## config.mk

```make
export PLATFORM = sky130hd
export DESIGN_NAME = btn_conditioner
export DESIGN_NICKNAME = d
export VERILOG_FILES = /design/src/rtl/btn_pkg.sv /design/src/rtl/btn_channel.sv /design/src/rtl/btn_conditioner.sv
export SDC_FILE = /design/constraint.sdc
export NUM_CORES = 1
export LEC_CHECK = 0
export BUFFER_PORTS_ARGS = -buffer_cell sky130_fd_sc_hd__buf_2
export CORE_MARGIN = 2
export CORE_UTILIZATION = 55
export DETAILED_ROUTE_END_ITERATION = 10
export GPL_TIMING_DRIVEN = 1
export PLACE_DENSITY = 0.71
export SLEW_MARGIN = 20
export SYNTH_ARGS = -nofsm -noshare
export SYNTH_HDL_FRONTEND = slang
export SYNTH_SLANG_ARGS = --single-unit
```

## constraint.sdc

```tcl
create_clock -name clk -period 5.66 [get_ports clk]
set_clock_uncertainty 0.15 [all_clocks]
set_input_delay 1.132 -clock clk [delete_from_list [all_inputs] [get_ports clk]]
set_output_delay 1.132 -clock clk [all_outputs]
set_load 0.03 [all_outputs]
```

## src/rtl/btn_pkg.sv

```systemverilog
// Shared types, default timing and the counter-width helper for the button conditioner.
package btn_pkg;

  typedef enum logic [1:0] {
    Idle,
    ArmPress,
    Held,
    ArmRelease
  } btn_state_t;

  localparam int unsigned DefN              = 5;
  localparam int unsigned DefDebounceCycles = 1_000_000;
  localparam int unsigned DefRepeatDelay    = 50_000_000;
  localparam int unsigned DefRepeatPeriod   = 10_000_000;

  // Width able to hold the largest of the three timing constants.
  function automatic int unsigned cnt_width(int unsigned a, int unsigned b, int unsigned c);
    int unsigned m;
    m = a;
    if (b > m) m = b;
    if (c > m) m = c;
    return $clog2(m + 1);
  endfunction

endpackage

```

## src/rtl/btn_channel.sv

```systemverilog
// One button: 2-flop synchronizer, debounce FSM and optional auto-repeat.
// Auto-repeat logic is built only when BTN_AUTOREPEAT_EN is defined.
module btn_channel
  import btn_pkg::*;
#(
  parameter int unsigned DebounceCycles = DefDebounceCycles,
  parameter int unsigned RepeatDelay    = DefRepeatDelay,
  parameter int unsigned RepeatPeriod   = DefRepeatPeriod
) (
  input  logic clk,
  input  logic rst,
  input  logic btn_i,
  output logic level_o,
  output logic press_o,
  output logic release_o,
  output logic rpt_o
);

  localparam int unsigned CntW = cnt_width(DebounceCycles, RepeatDelay, RepeatPeriod);
  localparam logic [CntW-1:0] DebLast = CntW'(DebounceCycles - 1);

  logic [1:0]      sync_q;
  logic            sync;
  btn_state_t      state_q, state_d;
  logic [CntW-1:0] cnt_q, cnt_d;
  logic            level_q, level_d;
  logic            press_q, press_d;
  logic            release_q, release_d;

  assign sync = sync_q[1];

  always_ff @(posedge clk or posedge rst) begin
    if (rst) begin
      sync_q    <= '0;
      state_q   <= Idle;
      cnt_q     <= '0;
      level_q   <= 1'b0;
      press_q   <= 1'b0;
      release_q <= 1'b0;
    end else begin
      sync_q    <= {sync_q[0], btn_i};
      state_q   <= state_d;
      cnt_q     <= cnt_d;
      level_q   <= level_d;
      press_q   <= press_d;
      release_q <= release_d;
    end
  end

  always_comb begin
    state_d = state_q;
    cnt_d   = cnt_q;
    unique case (state_q)
      Idle: begin
        if (sync) begin
          state_d = ArmPress;
          cnt_d   = '0;
        end
      end
      ArmPress: begin
        if (!sync)                state_d = Idle;
        else if (cnt_q == DebLast) state_d = Held;
        else                      cnt_d   = cnt_q + 1'b1;
      end
      Held: begin
        if (!sync) begin
          state_d = ArmRelease;
          cnt_d   = '0;
        end
      end
      ArmRelease: begin
        if (sync)                  state_d = Held;
        else if (cnt_q == DebLast) state_d = Idle;
        else                       cnt_d   = cnt_q + 1'b1;
      end
      default: state_d = Idle;
    endcase
  end

  always_comb begin
    level_d   = (state_d == Held) || (state_d == ArmRelease);
    press_d   = (state_q == ArmPress) && (state_d == Held);
    release_d = (state_q == ArmRelease) && (state_d == Idle);
  end

  assign level_o   = level_q;
  assign press_o   = press_q;
  assign release_o = release_q;

`ifdef BTN_AUTOREPEAT_EN
  localparam logic [CntW-1:0] DelayLast  = CntW'(RepeatDelay - 1);
  localparam logic [CntW-1:0] PeriodLast = CntW'(RepeatPeriod - 1);

  logic [CntW-1:0] rcnt_q, rcnt_d;
  logic            first_q, first_d;
  logic            rpt_q, rpt_d;

  always_ff @(posedge clk or posedge rst) begin
    if (rst) begin
      rcnt_q  <= '0;
      first_q <= 1'b1;
      rpt_q   <= 1'b0;
    end else begin
      rcnt_q  <= rcnt_d;
      first_q <= first_d;
      rpt_q   <= rpt_d;
    end
  end

  // Counts only while HELD, so an aborted release freezes the repeat phase.
  always_comb begin
    rcnt_d  = rcnt_q;
    first_d = first_q;
    rpt_d   = 1'b0;
    if (press_d) begin
      rcnt_d  = '0;
      first_d = 1'b1;
    end else if (state_q == Held) begin
      if (rcnt_q == (first_q ? DelayLast : PeriodLast)) begin
        rpt_d   = 1'b1;
        rcnt_d  = '0;
        first_d = 1'b0;
      end else begin
        rcnt_d = rcnt_q + 1'b1;
      end
    end
    if (state_d == Idle && state_q != Idle) begin
      rcnt_d  = '0;
      first_d = 1'b1;
    end
  end

  assign rpt_o = rpt_q;
`else
  assign rpt_o = 1'b0;
`endif

endmodule

```

## src/rtl/btn_conditioner.sv

```systemverilog
// N-channel push-button front end: synchronize, debounce, press/release/repeat pulses.
// Auto-repeat is enabled by defining BTN_AUTOREPEAT_EN; `release` is a keyword, hence release_o.
module btn_conditioner
  import btn_pkg::*;
#(
  parameter int unsigned N               = DefN,
  parameter int unsigned DEBOUNCE_CYCLES = DefDebounceCycles,
  parameter int unsigned REPEAT_DELAY    = DefRepeatDelay,
  parameter int unsigned REPEAT_PERIOD   = DefRepeatPeriod
) (
  input  logic         clk,
  input  logic         rst,
  input  logic [N-1:0] btn_in,
  output logic [N-1:0] level,
  output logic [N-1:0] press,
  output logic [N-1:0] release_o,
  output logic [N-1:0] rpt
);

  for (genvar i = 0; i < N; i++) begin : g_ch
    btn_channel #(
      .DebounceCycles(DEBOUNCE_CYCLES),
      .RepeatDelay   (REPEAT_DELAY),
      .RepeatPeriod  (REPEAT_PERIOD)
    ) u_ch (
      .clk      (clk),
      .rst      (rst),
      .btn_i    (btn_in[i]),
      .level_o  (level[i]),
      .press_o  (press[i]),
      .release_o(release_o[i]),
      .rpt_o    (rpt[i])
    );
  end

endmodule
```

Word level (Yosys, flattened, before mapping)

Cells that the tools add are included.

Add/subtract/negate cells: 5
Multiply operators: 0
Div/mod/pow operators: 0
Order comparisons: 0
Eq/ne operators: 50
Shift-type cells: 0
Mux-type cells: 65
Bitwise logic cells: 0
Reductions and logical operators: 30

Operators by type and width:

| operator              | count |
|---|---|
| $mux 26               | 25 |
| $pmux 26 s4           | 5 |
| $add 26x1->26 const B | 5 |
| $eq 26x20->1 const B  | 5 |
| $mux 2                | 30 |
| $eq 2x2->1 const B    | 20 |
| $pmux 2 s4            | 5 |
| $logic_not 2->1       | 10 |
| $ne 2x1->1 const B    | 10 |
| $ne 2x2->1 const B    | 10 |
| $reduce_and 4->1      | 5 |
| $eq 2x1->1 const B    | 5 |
| $logic_and 1x1->1     | 10 |
| $logic_or 1x1->1      | 5 |

Register bits after elaboration: 165
Bits in latches: 0
RAM bits: 0
Bits in read-only memories: 0
Output and inout port bits: 20
Memories kept: 0

Longest topological paths before layout

Gate-level depths: netlist of the first run.

Word-level depth: 6
Gate-level depth with buffers: 8

Hierarchy

A second synthesis of the first run with hierarchy kept.

Cells, all modules: 882
Area, all modules: 8360.5 µm²

Modules (own cells, without submodules):

| module                          | times used | cells each | area each (µm²) | sequential area each (µm²) |
|---|---|---|---|---|
| btn_channel at g_ch[1].u_ch ... | 3          | 172        | 1651.6          | 800.8 |
| btn_channel at g_ch[0].u_ch     | 1          | 186        | 1715.4          | 800.8 |
| btn_channel at g_ch[4].u_ch     | 1          | 180        | 1690.4          | 825.8 |

Worst setup path after synthesis of the first run

No wires, ideal clock.

Path kind: register -> register
Start point: register g_ch[2].u_ch.cnt_q[0]
End point: register g_ch[2].u_ch.level_q
Arrival time: 1.933 ns
Data required time: 5.382 ns
Slack: 3.450 ns
Stages on the path, launching flop included: 7
Buffers on the path: 1
Cell sequence: dfrtp_1 -> ha_1 -> nand3_2 -> or4_1 -> or2_1 -> clkbuf_1 -> mux2_1

Cells in the longest elaborated chain, start to end: 6
Elaborated cells between the ends (all ways): 9
Classes of those cells: 3 x eq/ne; 5 x mux; 1 x reduce/logical

RTL lines:

| element                          | line                                 | text |
|---|---|---|
| start, declared                  | btn_channel.sv:25                    | `logic [CntW-1:0] cnt_q, cnt_d;` |
| start signal, assigned           | btn_channel.sv:43                    | `cnt_q <= cnt_d;` |
| $eq 26x20->1 *                   | btn_channel.sv:62, btn_channel.sv:73 |  |
| $mux 2, on equally long branches | btn_channel.sv:73, btn_channel.sv:62 |  |
| $mux 2, on equally long branches | btn_channel.sv:72, btn_channel.sv:61 |  |
| $pmux 2 s4 *                     | btn_channel.sv:53                    | `unique case (state_q)` |
| $eq 2x2->1                       | btn_channel.sv:81                    | `level_d = (state_d == Held) \|\| (state_d == ArmRelease);` |
| $logic_or 1x1->1 *               | btn_channel.sv:81                    |  |
| net g_ch[2].u_ch.level_d         | btn_channel.sv:26                    | `logic level_q, level_d;` |
| end signal, assigned             | btn_channel.sv:44                    | `level_q <= level_d;` |
| end, declared                    | btn_channel.sv:26                    |  |

Mark *: on every way through the listed nets, which the timed path passes. The rest lies on a longest branch.
A chain may end at the register's enable or synchronous reset.

Final worst setup path of the first run

Start point: register g_ch[2].u_ch.state_q[0]
End point: register g_ch[2].u_ch.cnt_q[19]

Cells in the longest elaborated chain, start to end: 3
Elaborated cells between the ends (all ways): 10
Classes of those cells: 7 x eq/ne; 1 x mux; 2 x reduce/logical

RTL lines:

| element                                                   | line              | text |
|---|---|---|
| start, declared                                           | btn_channel.sv:24 | `btn_state_t state_q, state_d;` |
| start signal, assigned                                    | btn_channel.sv:35 | `state_q <= Idle;` |
| start signal, assigned                                    | btn_channel.sv:42 | `state_q <= state_d;` |
| $eq 2x1->1 (tied with other cells)                        | btn_channel.sv:53 |  |
| $ne 2x1->1 (no source line) or $ne 2x2->1 (tied branches) | -                 |  |
| $reduce_and 4->1 (no source line)                         | -                 |  |

Parallel ways exist; a longest one is shown, timed or not.

==> flow_metrics.py, run 1 <==
metrics = {
    "run_status": {
        "status": "finished, final reports clean",
    },
    "worst_setup_path": {
        "worstPathRequired_ns": 5.83,
        "critPathLaunchType": "flop",
        "worstSetupPathType": "reg2reg",
        "arrival_ns": 3.11,
        "cp-end-kind": "flop",
        "crit_fanout": 25,
    },
    "route": {
        "wire_per_inst_um": 15.6,
        "drc": 0,
        "antenna_left": 0,
        "met2WireLength_um": 8300,
        "drt_iter0_markers": 638,
        "wl_um": 18500,
        "vias": 7245,
        "drt-met1-wl_um": 9200,
        "route.met3.wl_um": 797,
        "routed.top_layer": "met4",
        "viasPerCell": 6.13,
        "drtPass1Iterations": 5,
    },
    "power": {
        "seqPwrFrac": 0.487,
        "cellPowerDensity_nw_per_um2": 262,
        "switchingPower_uw": 608,
        "ir_worst_vdd_v": 0.000214,
        "p_int_uw": 1930,
        "clock_power_share": 0.466,
        "switching_share": 0.240,
        "p_comb_frac": 0.047,
        "p_leak_uw": 0.00401,
    },
    "die": {
        "row_count": 46,
        "dieArea_um2": 17300,
        "die_h_um": 132,
        "core-area_um2": 15900,
        "die_w_um": 132,
        "initial_core_util": 0.564,
        "boundaryPins": 27,
    },
    "global_routing": {
        "track_usage": 0.227,
        "grt_max_degree": 166,
        "grt_pass1_vias": 6765,
        "gr-total-overflow": 0,
        "grt_antenna_before_repair": 0,
        "grt_pass1_wl_um": 32800,
    },
    "logic_synthesis": {
        "ys.warnings.count": 0,
        "synthXorXnorAreaFrac": 0.0204,
        "synth_commonest_cells": "dfrtp_1, nand2_1, nor2_1",
        "synthAdderAreaFrac": 0.00699,
        "synthDistinctLibCells": 66,
        "synth_top_area_share": 0.461,
        "synth_mux_area_frac": 0.0271,
        "ys_seq_area_frac": 0.461,
        "syn_avg_cell_area_um2": 9.31,
        "synth_top_family_by_area": "simple AND/OR/NAND/NOR gates",
        "synth-seq-cells": 165,
        "yosys_most_used_dff": "dfrtp_1",
        "yosysTopAreaCell": "dfrtp_1",
        "synth_edf_count": 0,
        "synthArstFlopShare": 1.00,
        "yosysMostFrequentCell": "dfrtp_1",
        "synthCells": 962,
        "syn_area_um2": 8950,
        "synthSimpleGateAreaFrac": 0.280,
        "ys_top_cells_by_area": "dfrtp_1, nand2_1, o21ai_0",
        "synth_compound_area_frac": 0.154,
    },
    "clock_network": {
        "cts_made_buffers": 17,
        "post_cts_resized": 0,
        "path_clk_slew_ns": 0.07,
        "postCtsSetupBuffers": 0,
        "insertion_delay_ns": 0.44,
        "cts_tree": "yes",
        "htreeDepth": 4,
        "root_buffer": "clkbuf_16",
        "holdBufCountCts": 0,
        "clk_path_buf_depth": 2,
        "cts_num_sinks": 165,
    },
    "cells_and_area": {
        "final_nets": 965,
        "fin_area_um2": 9660,
        "fill_cells": 1362,
        "area_growth_pct": 7.85,
        "layout-drive-gt1-share": 0.0932,
        "diodes": 0,
    },
    "timing": {
        "max-slew-margin-rel": 0.307,
        "finalCriticalPeriod_ns": 2.94,
        "period_share": 0.520,
        "final_hold_viol_count": 0,
        "fin_setup_tns_ns": 0,
        "slew_violations": 0,
        "rsz0062_at_grt": "no",
        "fmax_ghz": 0.340,
        "worst_slew_pin_slew_ns": 1.04,
        "setup_viol": 0,
    },
    "placed_design": {
        "post_dp_cell_area_um2": 9050,
        "place_congestion": 0.833,
        "io_buffers": 21,
        "hpwl_um": 12000,
    },
    "job": {
        "drv_cap": 0,
    },
    "worst_hold_path": {
        "hold_path.class": "reg2reg",
    },
}
placed cells by master, fill, tap and decap left out, types with 7 or more instances in the layout:
master       n
inv_1       19
a21oi_1     44
and3_1      22
or4_1       37
nand4_1     40
o21ai_0     60
o31ai_1     35
and4_1       7
xor2_1       7
and2_1       7
nor2_1      65
nor3_1      20
clkbuf_16   17
mux2i_1     13
nor4_1      12
nand3_1     50
buf_2       21
xnor2_1     12
o211ai_1     8
o21ai_1     13
a31oi_1      9
buf_4        7
nand2_1    111
or3_1       19
nand2b_1    10
nor4b_1     10
nor3b_1     11
dfrtp_1    165
flip-flops by register name, indices dropped and copies added (netlist names):
signal               count
g_ch.u_ch.cnt_q        130
g_ch.u_ch.level_o        5
g_ch.u_ch.press_o        5
g_ch.u_ch.release_o      5
g_ch.u_ch.state_q       10
g_ch.u_ch.sync_q        10
final cells by class:
type                            count  area (µm²)  area share
Tap cell                          216         270      0.0280
Clock buffer                       20         467      0.0483
Sequential cell                   165        4130       0.428
Clock inverter                     12         143      0.0148
Timing Repair Buffer               29         178      0.0184
Multi-Input combinational cell    720        4390       0.455
Inverter                           20        78.8     0.00816
per-layer routing:
metal	track usage	vias up
met5	0	-
met4	0.0622	0
met3	0.0424	17
met2	0.333	171
met1	0.345	3491
li1	-	3566
kinds of logic (layout without fill, tap and decap cells):
kind of cell,Yosys count,after routing
other,1,5
buffers and inverters,81,81
multiplexers,23,23
AND/OR/NAND/NOR,452,452
XOR/XNOR,20,20
AO/OA/AOI/OAI,215,215
flip-flops,165,165
adder cells (fa/ha/maj),5,5
final timing paths:
check / startpoint / end / cells past startpoint / slack [ns]
max in group asynchronous: rst / g_ch[0].u_ch.cnt_q[14]$_DFFE_PP0P_ / 3 / 3.89
max reg2reg: g_ch[2].u_ch.state_q[0]$_DFF_PP0_ / g_ch[2].u_ch.cnt_q[19]$_DFFE_PP0P_ / 6 / 2.72
min in group asynchronous: rst / g_ch[4].u_ch.cnt_q[6]$_DFFE_PP0P_ / 3 / 0.76
min: g_ch[1].u_ch.sync_q[0]$_DFF_PP0_ / g_ch[1].u_ch.sync_q[1]$_DFF_PP0_ / 0 / 0.19
max: g_ch[2].u_ch.state_q[0]$_DFF_PP0_ / g_ch[2].u_ch.cnt_q[19]$_DFFE_PP0P_ / 6 / 2.72
min reg2reg: g_ch[1].u_ch.sync_q[0]$_DFF_PP0_ / g_ch[1].u_ch.sync_q[1]$_DFF_PP0_ / 0 / 0.19
per-stage QoR:
step | utilization | worst slack, ns | instances | hold WS [ns] | power (µW)
2_1_floorplan | - | 2.28 | 966 | 0.181 | 1350
4_1_cts | 0.608 | 2.72 | 1182 | 0.197 | 2570
5_1_grt | 0.608 | 2.45 | 1182 | 0.209 | 2640
3_3_place_gp | 0.569 | 2.78 | 1150 | 0.182 | 1370
6_report | 0.608 | 2.72 | 1182 | 0.192 | 2530
3_5_place_dp | 0.569 | 2.73 | 1150 | 0.185 | 1380
critical path, stage by stage, from the launching register on:
cell and delay [ns]:
dfrtp_1 0.86, nor4bb_1 0.39, nand4_1 0.16, o21ai_2 0.62
buf_4 0.32, nor4b_1 0.07, a211o_1 0.24
power groups by stage:
stage          logic [µW]  registers (µW)  clock network [µW]
2_1_floorplan         103            1240                   0
3_3_place_gp          119            1260                   0
3_5_place_dp          121            1260                   0
4_1_cts               121            1230                1210
5_1_grt               139            1240                1260
6_report              118            1230                1180
Power figures use the tool's default switching activity.
==> inputs of run 2 (changes only) <==
--- a/config.mk
+++ b/config.mk
@@ -5,12 +5,13 @@
 export SDC_FILE = /design/constraint.sdc
 export NUM_CORES = 1
 export LEC_CHECK = 0
+export ABC_AREA = 1
 export BUFFER_PORTS_ARGS = -buffer_cell sky130_fd_sc_hd__buf_2
 export CORE_MARGIN = 2
 export CORE_UTILIZATION = 55
 export DETAILED_ROUTE_END_ITERATION = 10
 export GPL_TIMING_DRIVEN = 1
-export PLACE_DENSITY = 0.71
+export PLACE_DENSITY = 0.68
 export SLEW_MARGIN = 20
 export SYNTH_ARGS = -nofsm -noshare
 export SYNTH_HDL_FRONTEND = slang
==> constraint.sdc (replaced) <==
create_clock -name clk -period 3 [get_ports clk]
set_clock_uncertainty 0.15 [all_clocks]
set_input_delay 0.6 -clock clk [delete_from_list [all_inputs] [get_ports clk]]
set_output_delay 0.6 -clock clk [all_outputs]
set_load 0.03 [all_outputs]
==> run 2 against run 1 <==
Effect of this change:
- routed wire length is 28% higher
- critical path depth is 2 higher
- design area is 16% higher
- area after synthesis is 17% higher
- combinational power is 94% higher
- via count is 31% higher
- sequential share of layout area is 5.9 points lower
- count of clock-buffer cells in the layout is 2 lower
- critical path type unchanged
- non-clock buffer count is 3 higher
==> flow_metrics.py, run 2 <==
metrics = {
    "die": {
        "die_w_um": 142,
        "die_h_um": 142,
        "boundaryPins": 27,
        "row_count": 50,
        "core-area_um2": 18700,
        "dieArea_um2": 20200,
        "initial_core_util": 0.561,
    },
    "route": {
        "drc": 0,
        "wl_um": 23700,
        "vias": 9471,
        "antenna_left": 0,
        "wire_per_inst_um": 12.9,
        "viasPerCell": 5.16,
        "drtPass1Iterations": 5,
        "drt_iter0_markers": 690,
    },
    "power": {
        "cellPowerDensity_nw_per_um2": 415,
        "ir_worst_vdd_v": 0.000367,
        "p_leak_uw": 0.00489,
    },
    "clock_network": {
        "htreeDepth": 4,
        "postCtsSetupBuffers": 0,
        "holdBufCountCts": 0,
        "cts_num_sinks": 165,
        "root_buffer": "clkbuf_16",
        "path_clk_slew_ns": 0.07,
        "clk_path_buf_depth": 2,
        "post_cts_resized": 0,
        "cts_tree": "yes",
        "cts_made_buffers": 17,
        "insertion_delay_ns": 0.44,
    },
    "timing": {
        "hold_ws_ns": 0.115,
        "finalCriticalPeriod_ns": 2.28,
        "worst_slew_pin_slew_ns": 0.832,
        "fin_setup_tns_ns": 0,
        "setup_viol": 0,
        "final_hold_viol_count": 0,
        "fmax_ghz": 0.439,
        "rsz0062_at_grt": "no",
        "slew_violations": 0,
        "max-slew-margin-rel": 0.444,
        "worst_slack_ns": 0.725,
        "period_share": 0.758,
    },
    "placed_design": {
        "place_ws_ns": 0.699,
        "place_congestion": 0.922,
        "io_buffers": 21,
        "placedCellCount": 1802,
        "hpwl_um": 17200,
    },
    "global_routing": {
        "met2_usage": 0.380,
        "grt_use_met3": 0.0464,
        "grt_pass1_wl_um": 41000,
        "globalRouteMet1Util": 0.372,
        "grt_max_degree": 37,
        "gr-total-overflow": 0,
        "track_usage": 0.250,
        "grt_pass1_vias": 8568,
        "grt_antenna_before_repair": 0,
        "busiest_layer": "met2",
    },
    "cells_and_area": {
        "finalNonFillerCells": 1834,
        "largest_reg_flops": 130,
        "regMostFlops": "g_ch.u_ch.cnt_q",
        "diodes": 0,
        "layout_commonest_cell": "nand2_1",
        "layout-drive-gt1-share": 0.0581,
        "largestRegisters": "g_ch.u_ch.cnt_q: 130 flops, g_ch.u_ch.state_q: 10 flops, g_ch.u_ch.sync_q: 10 flops",
        "final_cell_mix": "nand2_1, nor2_1, dfrtp_1",
        "final_nets": 1599,
        "fin_util": 0.599,
        "area_growth_pct": 6.93,
    },
    "run_status": {
        "status": "finished, final reports clean",
    },
    "worst_setup_path": {
        "worstSetupPathType": "reg2reg",
        "worstPathRequired_ns": 3.20,
        "crit_fanout": 36,
        "arrival_ns": 2.47,
        "critPathLaunchType": "flop",
        "cp-end-kind": "flop",
    },
    "worst_hold_path": {
        "hold_path.class": "in2reg",
    },
    "logic_synthesis": {
        "syn_area_um2": 10500,
        "ys_top_cells_by_area": "dfrtp_1, nand2_1, nor2_1",
        "synth_commonest_cells": "nand2_1, nor2_1, dfrtp_1",
        "ys_seq_area_frac": 0.394,
        "syn_avg_cell_area_um2": 6.61,
        "synth_edf_count": 0,
        "synthDistinctLibCells": 33,
        "synthCells": 1586,
        "synth-seq-cells": 165,
        "yosysTopAreaCell": "dfrtp_1",
        "yosys_most_used_dff": "dfrtp_1",
        "synth_top_area_share": 0.394,
        "ys.warnings.count": 0,
        "synthArstFlopShare": 1.00,
        "yosysMostFrequentCell": "nand2_1",
    },
    "job": {
        "drv_cap": 0,
    },
}
==> run 2: changes by cell type after synthesis, moves of 13 or more <==
cell      previous run  this run
a21oi_1             44         5
and3_1              22         0
clkbuf_1            19         6
inv_1               20       113
mux2i_1             13         0
nand2_1            111       589
nand3_1             50       164
nand4_1             40        10
nor2_1              65       280
o31ai_1             35         0
or3_1               19         0
or4_1               37         0
xor2_1               7        47
==> run 2: cell type report <==
type	instances	area, µm²
timing repair buffer	32	238
tap	234	293
sequential	165	4130
multi-input combinational	1251	5520
fill	1801	7490
clock buffer	18	439
clock inverter	14	133
inverter	120	462
==> run 2: power breakdown <==
group | internal, µW | total (µW) | switching, µW
clock | 1120 | 2130 | 1010
sequential | 2260 | 2300 | 43.2
combinational | 56.7 | 229 | 172
total | 3430 | 4650 | 1220
==> run 2: metal layers <==
layer | vias to the layer above | wire length, µm
met4 | 0 | 201
met5 | - | 0
met3 | 17 | 1110
li1 | 4959 | -
met2 | 191 | 10400
met1 | 4304 | 12000
==> run 2: final timing paths <==
kind | from | end | slack (ns) | cells after the start
max | g_ch[4].u_ch.cnt_q[0]$_DFFE_PP0P_ | g_ch[4].u_ch.cnt_q[20]$_DFFE_PP0P_ | 0.72 | 8
min | btn_in[2] | g_ch[2].u_ch.sync_q[0]$_DFF_PP0_ | 0.11 | 1
max reg2reg | g_ch[4].u_ch.cnt_q[0]$_DFFE_PP0P_ | g_ch[4].u_ch.cnt_q[20]$_DFFE_PP0P_ | 0.72 | 8
min reg2reg | g_ch[4].u_ch.sync_q[0]$_DFF_PP0_ | g_ch[4].u_ch.sync_q[1]$_DFF_PP0_ | 0.20 | 0
max in group asynchronous | rst | g_ch[2].u_ch.cnt_q[21]$_DFFE_PP0P_ | 1.82 | 3
min in group asynchronous | rst | g_ch[2].u_ch.level_o$_DFF_PP0_ | 0.16 | 2
==> run 2: per-stage QoR <==
stage | total power [µW] | area, µm²
after CTS | 4710 | 11200
after detailed placement | 2580 | 10600
after global placement | 2570 | 10600
after floorplan | 2520 | 10500
after global routing | 4830 | 11200
final | 4650 | 11200
==> run 2: cells by family after synthesis <==
| group | count (synthesis) | synth area share |
|---|---|---|
| and+or+nand+nor | 1085 | 0.421 |
| buffers and inverters | 174 | 0.0813 |
| DFF | 165 | 0.394 |
| AOI/OAI and AO/OA | 100 | 0.0508 |
| xor gates and xnor gates | 56 | 0.0468 |
| adders and majority gates | 5 | 0.00597 |
| other | 1 | 0.000358 |
==> run 2: worst max-delay path: stages (launching register included) <==
cell,delay [ns]
dfrtp_1,0.42
ha_1,0.28
nand3_1,0.18
nor2_1,0.07
nand2_1,0.08
nor2_2,0.06
nor2_4,0.36
clkinv_4,0.33
o21ai_0,0.25
